===== config.mk =====
export PLATFORM = sky130hd
export DESIGN_NAME = uart_rx
export DESIGN_NICKNAME = d
export VERILOG_FILES = /design/src/rtl/uart_rx.sv
export SDC_FILE = /design/constraint.sdc
export NUM_CORES = 1
export LEC_CHECK = 0
export ABC_AREA = 1
export CAP_MARGIN = 40
export CORE_ASPECT_RATIO = 1.25
export CORE_MARGIN = 10
export CORE_UTILIZATION = 34
export CTS_CLUSTER_DIAMETER = 40
export DETAILED_ROUTE_END_ITERATION = 8
export GPL_TIMING_DRIVEN = 0
export PLACE_DENSITY_LB_ADDON = 0.3
export REMOVE_ABC_BUFFERS = 1
export SLEW_MARGIN = 20
export SYNTH_ARGS = -nofsm -noshare
export SYNTH_HDL_FRONTEND = slang
export SYNTH_SLANG_ARGS = --single-unit

===== constraint.sdc =====
create_clock -name CLK -period 2.3 [get_ports CLK]
set_input_delay 0.345 -clock CLK [delete_from_list [all_inputs] [get_ports CLK]]
set_output_delay 0.345 -clock CLK [all_outputs]
set_load 0.01 [all_outputs]

===== src/rtl/uart_rx.sv =====
// Oversampling UART receiver: 1 start, DATA_WIDTH data bits (LSB first), optional parity, 1 stop.
// Each bit is the 2-of-3 majority of samples taken around mid-cell.
module uart_rx #(
  parameter int DATA_WIDTH = 8
) (
  input  logic                  CLK,
  input  logic                  RST,
  input  logic                  RX_IN,
  input  logic [5:0]            PRESCALE,
  input  logic                  PAR_EN,
  input  logic                  PAR_TYP,
  output logic [DATA_WIDTH-1:0] P_DATA,
  output logic                  DATA_VALID,
  output logic                  PAR_ERR,
  output logic                  STP_ERR
);

  localparam int BW = $clog2(DATA_WIDTH);
  localparam logic [BW-1:0] LAST_BIT = BW'(DATA_WIDTH - 1);

  typedef enum logic [2:0] {IDLE, START, DATA, PARITY, STOP} state_t;

  state_t                  state, next_state;
  logic [5:0]              edge_cnt;
  logic [5:0]              presc_q;
  logic [5:0]              presc_dec;
  logic [5:0]              half;
  logic [BW-1:0]           bit_cnt;
  logic                    par_en_q;
  logic                    par_typ_q;
  logic                    par_bad;
  logic [2:0]              samp;
  logic [DATA_WIDTH-1:0]   shift_reg;
  logic                    cell_end;
  logic                    majority;
  logic                    start_det;
  logic                    shift_en;
  logic                    par_chk;
  logic                    frame_end;

  // Unsupported ratios fall back to 8x oversampling.
  always_comb begin
    case (PRESCALE)
      6'd16:   presc_dec = 6'd16;
      6'd32:   presc_dec = 6'd32;
      default: presc_dec = 6'd8;
    endcase
  end

  assign half     = {1'b0, presc_q[5:1]};
  assign cell_end = (edge_cnt == presc_q - 6'd1);
  assign majority = (samp[0] & samp[1]) | (samp[0] & samp[2]) | (samp[1] & samp[2]);

  always_ff @(posedge CLK or negedge RST) begin
    if (!RST) state <= IDLE;
    else      state <= next_state;
  end

  always_comb begin
    next_state = state;
    case (state)
      IDLE:    if (!RX_IN) next_state = START;
      START:   if (cell_end) next_state = majority ? IDLE : DATA;
      DATA:    if (cell_end && bit_cnt == LAST_BIT) next_state = par_en_q ? PARITY : STOP;
      PARITY:  if (cell_end) next_state = STOP;
      STOP:    if (cell_end) next_state = IDLE;
      default: next_state = IDLE;
    endcase
  end

  always_comb begin
    start_det = (state == IDLE) && !RX_IN;
    shift_en  = (state == DATA) && cell_end;
    par_chk   = (state == PARITY) && cell_end;
    frame_end = (state == STOP) && cell_end;
  end

  // The start-detect cycle is edge 0 of the start cell, so counting resumes at 1.
  always_ff @(posedge CLK or negedge RST) begin
    if (!RST) begin
      edge_cnt  <= '0;
      presc_q   <= 6'd8;
      par_en_q  <= 1'b0;
      par_typ_q <= 1'b0;
      samp      <= '0;
      bit_cnt   <= '0;
      shift_reg <= '0;
      par_bad   <= 1'b0;
    end else begin
      if (start_det) begin
        edge_cnt  <= 6'd1;
        presc_q   <= presc_dec;
        par_en_q  <= PAR_EN;
        par_typ_q <= PAR_TYP;
        bit_cnt   <= '0;
        par_bad   <= 1'b0;
      end else if (state != IDLE) begin
        edge_cnt <= cell_end ? 6'd0 : edge_cnt + 6'd1;
      end else begin
        edge_cnt <= '0;
      end
      if (state != IDLE) begin
        if (edge_cnt == half - 6'd1) samp[0] <= RX_IN;
        if (edge_cnt == half)        samp[1] <= RX_IN;
        if (edge_cnt == half + 6'd1) samp[2] <= RX_IN;
      end
      if (shift_en) begin
        shift_reg <= {majority, shift_reg[DATA_WIDTH-1:1]};
        bit_cnt   <= bit_cnt + 1'b1;
      end
      if (par_chk) par_bad <= (majority != (^shift_reg ^ par_typ_q));
    end
  end

  // Completion pulses land the cycle after the stop cell ends.
  always_ff @(posedge CLK or negedge RST) begin
    if (!RST) begin
      P_DATA     <= '0;
      DATA_VALID <= 1'b0;
      PAR_ERR    <= 1'b0;
      STP_ERR    <= 1'b0;
    end else begin
      DATA_VALID <= 1'b0;
      PAR_ERR    <= 1'b0;
      STP_ERR    <= 1'b0;
      if (frame_end) begin
        if (par_bad || !majority) begin
          PAR_ERR <= par_bad;
          STP_ERR <= !majority;
        end else begin
          DATA_VALID <= 1'b1;
          P_DATA     <= shift_reg;
        end
      end
    end
  end

endmodule


---- Word-level counts from Yosys, hierarchy flattened ----
Index checks and enable logic that the tools add are counted.
word-level totals
  bits in registers ....................... 43
  input bits .............................. 11
  output and inout bits ................... 11
  word-level logic and storage cells ...... 84
operators by class
  add/subtract/negate cells ............... 5
  equal/unequal tests ..................... 17
  multiplexer cells ....................... 22
  bitwise logic cells ..................... 7
  reduce and logical (&&, ||, !) cells .... 18
operator list
  operator               number
  $mux W3                8
  $eq A6 B6 Y1           3
  $mux W6                3
  $pmux W3 S5            1
  $pmux W6 S2            1
  $ne A2 B2 Y1 const B   5
  $mux W1                8
  $reduce_and A2 Y1      4
  $reduce_xor A8 Y1      1
  $add A5 B1 Y6 const B  1
  $add A6 B1 Y6 const B  1
  $eq A3 B2 Y1 const B   2
  $eq A3 B3 Y1 const B   2
  $eq A6 B5 Y1           1
  $eq A6 B5 Y1 const B   1
  $eq A6 B6 Y1 const B   1
  $sub A5 B1 Y6 const B  1
  $sub A6 B1 Y6 const B  1
  $logic_and A1 B1 Y1    5
  $reduce_and A5 Y1      1
  $reduce_bool A2 Y1     2
  $add A3 B1 Y3 const B  1
  $and A1 B1 Y1          3
  $eq A3 B1 Y1 const B   1
  other kinds (9)        11

---- Longest topological paths before layout ----
Gate-level depths: netlist (run 1).
  word-level depth ........................ 7
  depth in mapped cells ................... 13
  depth with buffers taken out ............ 13

---- Worst setup path before layout (run 1) ----
Ideal clock, no wire load.
  path kind ............................... register to register
  start ................................... register presc_q[3]
  end ..................................... register P_DATA[6]
  setup time .............................. 0.119 ns
  arrival time ............................ 1.717 ns
  required time ........................... 2.181 ns
  setup slack ............................. 0.464 ns
  stages on the path, launching flop included .. 11
  path buffers ............................ 1
  clock period less this slack ............ 1.836 ns
  path through ............................ dfstp_2 -> inv_1 -> ha_1 -> xnor2_1 -> nor2_4 -> nand2_4 -> inv_4 -> nand3_4 -> buf_6 -> nand2_2 -> o21ai_2
on the way
  cells in the longest elaborated chain, start to end .. 4
RTL lines
  item                         RTL line  source
  start, declared              25        logic [5:0] presc_q;
  start signal, assigned       92        presc_q <= presc_dec;
  $sub A6 B1 Y6                51        assign cell_end = (edge_cnt == presc_q - 6'd1);
  $eq A6 B6 Y1                 51
  $logic_and A1 B1 Y1          75        frame_end = (state == STOP) && cell_end;
  $reduce_and A2 Y1 (no line)  n/a
  end signal, assigned         132       P_DATA <= shift_reg;
  end, declared                12        output logic [DATA_WIDTH-1:0] P_DATA,
Every way passes these cells.
A chain may end at the register's enable or synchronous reset.

---- Worst setup path after layout (run 1) ----
  start ................................... register presc_q[3]
  end ..................................... register P_DATA[3]
Same word-level chain as after synthesis.

==> results of run 1 <==
## routing by layer
metal | global-route usage (%) | up-vias | part of all wire [%]
met1 | 9.92 | 744 | 47
met5 | 0 | - | 0
met2 | 15.4 | 34 | 48
met3 | 2.89 | 4 | 4.6
li1 | - | 909 | -
met4 | 4.48 | 0 | 0.97
## worst register-to-register path: stages, from the launching register on
cell	delay, ns
dfstp_2	0.55
inv_1	0.09
ha_1	0.34
xnor2_1	0.17
nor2_4	0.15
nand2_4	0.09
inv_4	0.09
nand3_4	0.20
nand2_1	0.14
o21ai_2	0.06
## worst paths after layout
kind,from,end,slack (ns),cells after the start
min in group asynchronous,RST,P_DATA[5],0.52,2
max in group asynchronous,RST,presc_q[3],1.23,3
setup / recovery,presc_q[3],P_DATA[3],0.30,9
setup reg to reg,presc_q[3],P_DATA[3],0.30,9
hold reg to reg,P_DATA[0],P_DATA[0],0.48,2
hold / removal,P_DATA[0],P_DATA[0],0.48,2
## cells in the final DEF (no fill, tap or decap), drive strengths merged
| master | synthesis | routed |
|---|---|---|
| clkdlybuf4s50 | 0 | 20 |
| nand3 | 24 | 24 |
| clkbuf | 0 | 6 |
| o21a | 1 | 1 |
| dfrtp | 39 | 39 |
| nor3b | 1 | 1 |
| nand4 | 2 | 2 |
| bufinv | 0 | 1 |
| inv | 36 | 36 |
| nor3 | 1 | 1 |
| or2 | 1 | 1 |
| a21oi | 4 | 4 |
| xnor2 | 3 | 3 |
| dfstp | 1 | 1 |
| ha | 6 | 6 |
| buf | 4 | 2 |
| o22ai | 1 | 1 |
| clkinv | 0 | 1 |
| dlygate4sd3 | 0 | 1 |
| o21ai | 26 | 26 |
| nand2 | 98 | 98 |
| xor2 | 3 | 3 |
| nor2 | 23 | 23 |
## cell usage after synthesis, types with 4 or more instances
| master | n | share of area (%) |
|---|---|---|
| o21ai_2 | 8 | 3.3 |
| o21ai_1 | 9 | 2.1 |
| o21ai_0 | 9 | 2.1 |
| ha_1 | 6 | 3.5 |
| a21oi_1 | 4 | 0.93 |
| nand3_1 | 22 | 5.1 |
| nand2_2 | 4 | 1.2 |
| nor2_1 | 21 | 3.7 |
| nand2_1 | 93 | 16 |
| dfrtp_1 | 39 | 45 |
| inv_1 | 32 | 5.6 |
## power groups by stage
stage                     logic, W  registers (W)  clock network, W
after floorplan           0.000587       0.000904                 0
after global placement    0.000732       0.000927                 0
after detailed placement  0.000751       0.000930                 0
after CTS                 0.000761       0.000916          0.000587
after global routing      0.000899       0.000935          0.000616
final                     0.000751       0.000917          0.000563
## final cells by class
class	instances	area share, %
Clock buffer	6	2.83
Clock inverter	2	1.37
Inverter	36	5.36
Multi-Input combinational cell	194	38.1
Sequential cell	40	39.1
Tap cell	85	4.14
Timing Repair Buffer	23	9.17
## kinds of logic (layout without fill, tap and decap cells)
| logic type | count (synthesis) | in the layout | synth area share [%] |
|---|---|---|---|
| buffers and inverters | 40 | 67 | 8.31 |
| and+or+nand+nor | 150 | 150 | 30.2 |
| xor gates and xnor gates | 6 | 6 | 2.44 |
| DFF | 40 | 40 | 46.5 |
| AOI/OAI and AO/OA | 32 | 32 | 9.01 |
| adders and majority gates | 6 | 6 | 3.49 |
## repair_timing
action	CTS	global route
hold buffers	1	0
gates resized for setup	0	1
hold endpoints to repair	16	0
setup endpoints to repair	0	1
## stage by stage
stage	total power (W)	utilization (%)	std cells
finish	0.00223	41.6	386
global placement	0.00166	39.4	376
detailed placement	0.00168	39.6	377
CTS	0.00226	41.5	386
global route	0.00245	41.6	386
floorplan	0.00149	-	270
==> results_dict.tcl, run 1 <==
set metrics [dict create \
    synth_seq_area_share_pct 46.5 \
    skew_ns 0.00452 \
    preCtsSetupSlack_ns 0.199 \
    tritoncts_clock_tree "built" \
    max_freq_ghz 0.499 \
    cp_slowest_stage_delay_ns 0.55 \
    setup_ws_ns 0.296 \
    timing.critical_path.required_ns 2.48 \
    power_density_nw_per_um2 870 \
    clk_pin_slew_ns 0.08 \
    place_congestion 0.817 \
    netlist-cell-type-count 29 \
    asyncSetResetFlopFracSynth_pct 100 \
    arrival_ns 2.18 \
    grt_usage_pct 8.99 \
    clock_path_buffers 2 \
    global_route.overflow_total 0 \
    io_buffers 21 \
    relSlewSlack_pct 72.5 \
    timing.critical_path.cells "inv_1 > ha_1 > xnor2_1 > nor2_4 > nand2_4 > inv_4 > nand3_4 > nand2_1 > o21ai_2" \
    post_drt_via_cell_ratio 4.38 \
    ys_warn_count 0 \
    min_period_over_period_pct 87.1 \
    tightest_slew_ns 0.412 \
    end_kind "flop" \
    first_iter_violations 67 \
    synth_enable_flop_cells 0 \
    timing.critical_path.slowest_stage_cell "dfstp_2" \
    antenna_cells_inserted 0 \
    p_comb_share_pct 33.7 \
    cts_post_setup_buffers_inserted 0 \
    maximum_number_of_pins_on_one_net_before_global_route_repair 25 \
    dp.final_hpwl_um 3120 \
    numCtsBuffers 5 \
    hold_class "flop to flop" \
    pwr-share-seq_pct 41.1 \
    p_sw_w 0.000829 \
    drt-total-wl_um 4110 \
    design.die.area_um2 9940 \
    multiInputGateArea_um2 977 \
    insertion_delay_ns 0.29 \
    postSynthAreaPerCell_um2 7.86 \
    run_status "finished clean" \
    crit_path_category "flop to flop" \
    synth_ff_type "dfrtp_1" \
    cts_root_buf "clkbuf_8" \
    final-setup-viol-count 0 \
    worst-path-buf-inv 2 \
    number_of_max_capacitance_violations_reported 0 \
    number_of_global_route_vias_before_repair 1662 \
    power_report.internal_total_w 0.00140 \
    power_leakage_nw 1.29 \
    vias 1691 \
    layout_min_cycle_time_ns 2.00 \
    rsz0062_at_grt "false" \
    postSynthCellCount 274 \
    synth-seq-cells 40 \
    cpLargestDelayFamily "simple AND/OR/NAND/NOR gates" \
    post_place_instance_area_um2 2440 \
    global_route_wire_length_before_repair_um 7410 \
    vdd_drop_max_v 0.000311 \
    timing_hold_violations_final 0 \
    startpoint_type "flop" \
    cts_num_sinks 40 \
    worst_hold_slack_across_all_endpoints_ns 0.482 \
    start_util_pct 34.9 \
    number_of_optimization_iterations_in_the_first_detailed_route_pass 4 \
    syn-cell-area_um2 2150 \
    switching_share_pct 37.1 \
    htree_num_levels 2 \
    die_height_um 109 \
    route.detailed.drc 0 \
    antenna_violating_nets_post_route 0 \
    post_route_cells_drive_above_1_share_pct 10.6 \
    p_clk_share_pct 25.2 \
    critPathMaxFanout 17 \
    regArea_um2 1000 \
    std_cell_rows 32 \
    die_width_um 91.2 \
    postLayoutCellArea_um2 2570 \
    wl_per_cell_um 10.6 \
    tns_ns 0 \
    final_nets 317 \
    final_max_slew_viol_count 0 \
    syn2layout_area_growth_pct 19.2 \
    core_area_um2 6170 \
    ios 22 \
    fillerInstances 668 \
    number_of_antenna_violations_at_the_first_check_in_global_routing 0 \
]
Note: power is estimated with default switching activity, not from simulation.
==> run 2: changes to the inputs <==
- GPL_TIMING_DRIVEN: 0 -> not set
- clock period: 2.3 -> 2.4 ns (I/O delays scaled with it)
==> run 2 against run 1 <==
Critical path depth rose by 1; sequential share of layout area rose by 0.31 points; maximum frequency fell by 3.6%; critical path type unchanged; critical endpoint is now bit_cnt[1].
==> results_dict.tcl, run 2 (synthesized netlist as in run 1, its figures left out) <==
set metrics [dict create \
    post_cts.resized_instances 0 \
    place_congestion 0.796 \
    rsz0062_at_grt "false" \
    number_of_antenna_violations_at_the_first_check_in_global_routing 0 \
    arrival_ns 2.26 \
    number_of_cell_instances_on_the_worst_register_to_register_path 10 \
    relSlewSlack_pct 76.3 \
    ios 22 \
    timing.critical_path.cells "inv_1 > ha_1 > xnor2_1 > nor2_4 > nand2_4 > inv_4 > nand2_2 > inv_1 > nand2_1 > nand2_1" \
    crit_path_category "flop to flop" \
    std_cell_rows 32 \
    vias 1734 \
    insertion_delay_ns 0.30 \
    layout.cells.most_common "nand2_1" \
    route.detailed.drc 0 \
    skew_ns 0.00582 \
    max_freq_ghz 0.481 \
    tritoncts_clock_tree "built" \
    min_period_over_period_pct 86.6 \
    multiInputGateArea_um2 972 \
    drt-total-wl_um 4170 \
    final_nets 317 \
    dp.final_hpwl_um 3230 \
    most_frequent_cells_in_the_layout "nand2_1, dfrtp_1, inv_1, nand3_1, nor2_1" \
    global_route_wire_length_before_repair_um 7510 \
    die_height_um 109 \
    design.die.area_um2 9940 \
    timing.critical_path.required_ns 2.58 \
    power_leakage_nw 1.27 \
    cts_num_sinks 40 \
    clock_path_buffers 2 \
    timing.critical_path.slowest_stage_cell "dfstp_2" \
    syn2layout_area_growth_pct 18.2 \
    cts.hold.buffers_added 1 \
    vdd_drop_max_v 0.000371 \
    wl_per_cell_um 10.8 \
    start_util_pct 34.9 \
    number_of_optimization_iterations_in_the_first_detailed_route_pass 4 \
    number_of_max_capacitance_violations_reported 0 \
    tns_ns 0 \
    cpLargestDelayFamily "simple AND/OR/NAND/NOR gates" \
    post_drt_via_cell_ratio 4.49 \
    post_route_cells_drive_above_1_share_pct 11.0 \
    cp_slowest_stage_delay_ns 0.55 \
    worst-path-buf-inv 3 \
    end_kind "flop" \
    global_route.overflow_total 0 \
    fillerInstances 647 \
    first_iter_violations 54 \
    htree_num_levels 2 \
    layout_min_cycle_time_ns 2.08 \
    maximum_number_of_pins_on_one_net_before_global_route_repair 28 \
    final_max_slew_viol_count 0 \
    die_width_um 91.2 \
    timing_hold_violations_final 0 \
    tightest_slew_ns 0.354 \
    antenna_cells_inserted 0 \
    hold_class "input port to asynchronous set/reset pin" \
    path_depth 10 \
    cts_root_buf "clkbuf_8" \
    regArea_um2 1000 \
    power_density_nw_per_um2 816 \
    r2r_start "presc_q[3]" \
    final-setup-viol-count 0 \
    antenna_violating_nets_post_route 0 \
    io_buffers 21 \
    grt_usage_pct 9.17 \
    critPathMaxFanout 21 \
    timing.critical_path.from "presc_q[3]" \
    cts_post_setup_buffers_inserted 0 \
    run_status "finished clean" \
    core_area_um2 6170 \
    numCtsBuffers 5 \
    number_of_global_route_vias_before_repair 1733 \
    worst_hold_slack_across_all_endpoints_ns 0.486 \
    startpoint_type "flop" \
    clk_pin_slew_ns 0.08 \
]
## run 2: stage by stage
step	setup WS, ns	total power, W	cells	instance area [um^2]	utilization (%)
2_1_floorplan	0.499	0.00143	270	2110	-
3_3_place_gp	0.372	0.00161	376	2420	39.3
3_5_place_dp	0.313	0.00163	377	2440	39.6
4_1_cts	0.311	0.00211	386	2550	41.3
5_1_grt	0.132	0.00226	386	2550	41.3
6_report	0.321	0.00208	386	2550	41.3
## run 2: metal layers
| layer | routed length, um | GRT usage (%) |
|---|---|---|
| met2 | 2010 | 16.2 |
| met4 | 70 | 3.81 |
| met5 | 0 | 0 |
| met3 | 236 | 3.58 |
| met1 | 1850 | 9.61 |
## run 2: where the power goes
| part | leakage [nW] | switching [W] | internal, W |
|---|---|---|---|
| combinational | 0.681 | 0.000478 | 0.000251 |
| sequential | 0.537 | 0.0000874 | 0.000786 |
| clock | 0.0510 | 0.000246 | 0.000230 |
| total | 1.27 | 0.000812 | 0.00127 |
## run 2: path summary, 6_finish.rpt
path                         endpoint  slack, ns
min                        DATA_VALID       0.49
max                        bit_cnt[1]       0.32
min in group CLK            P_DATA[5]       0.49
min reg2reg                 P_DATA[5]       0.49
max in group asynchronous  bit_cnt[1]       1.46
max reg2reg                bit_cnt[1]       0.32
## run 2: cell type report
| class | instances | area share, % |
|---|---|---|
| Tap cell | 85 | 4.18 |
| Timing Repair Buffer | 23 | 9.24 |
| Inverter | 36 | 5.41 |
| Clock buffer | 6 | 3.24 |
| Sequential cell | 40 | 39.4 |
| Clock inverter | 2 | 0.393 |
| Multi-Input combinational cell | 194 | 38.2 |
## run 2: worst reg2reg max path, cell delays in order, from the launching register on
cell and delay (ns):
dfstp_2 0.55, inv_1 0.09, ha_1 0.35, xnor2_1 0.26
nor2_4 0.08, nand2_4 0.09, inv_4 0.05, nand2_2 0.27
inv_1 0.11, nand2_1 0.07, nand2_1 0.05
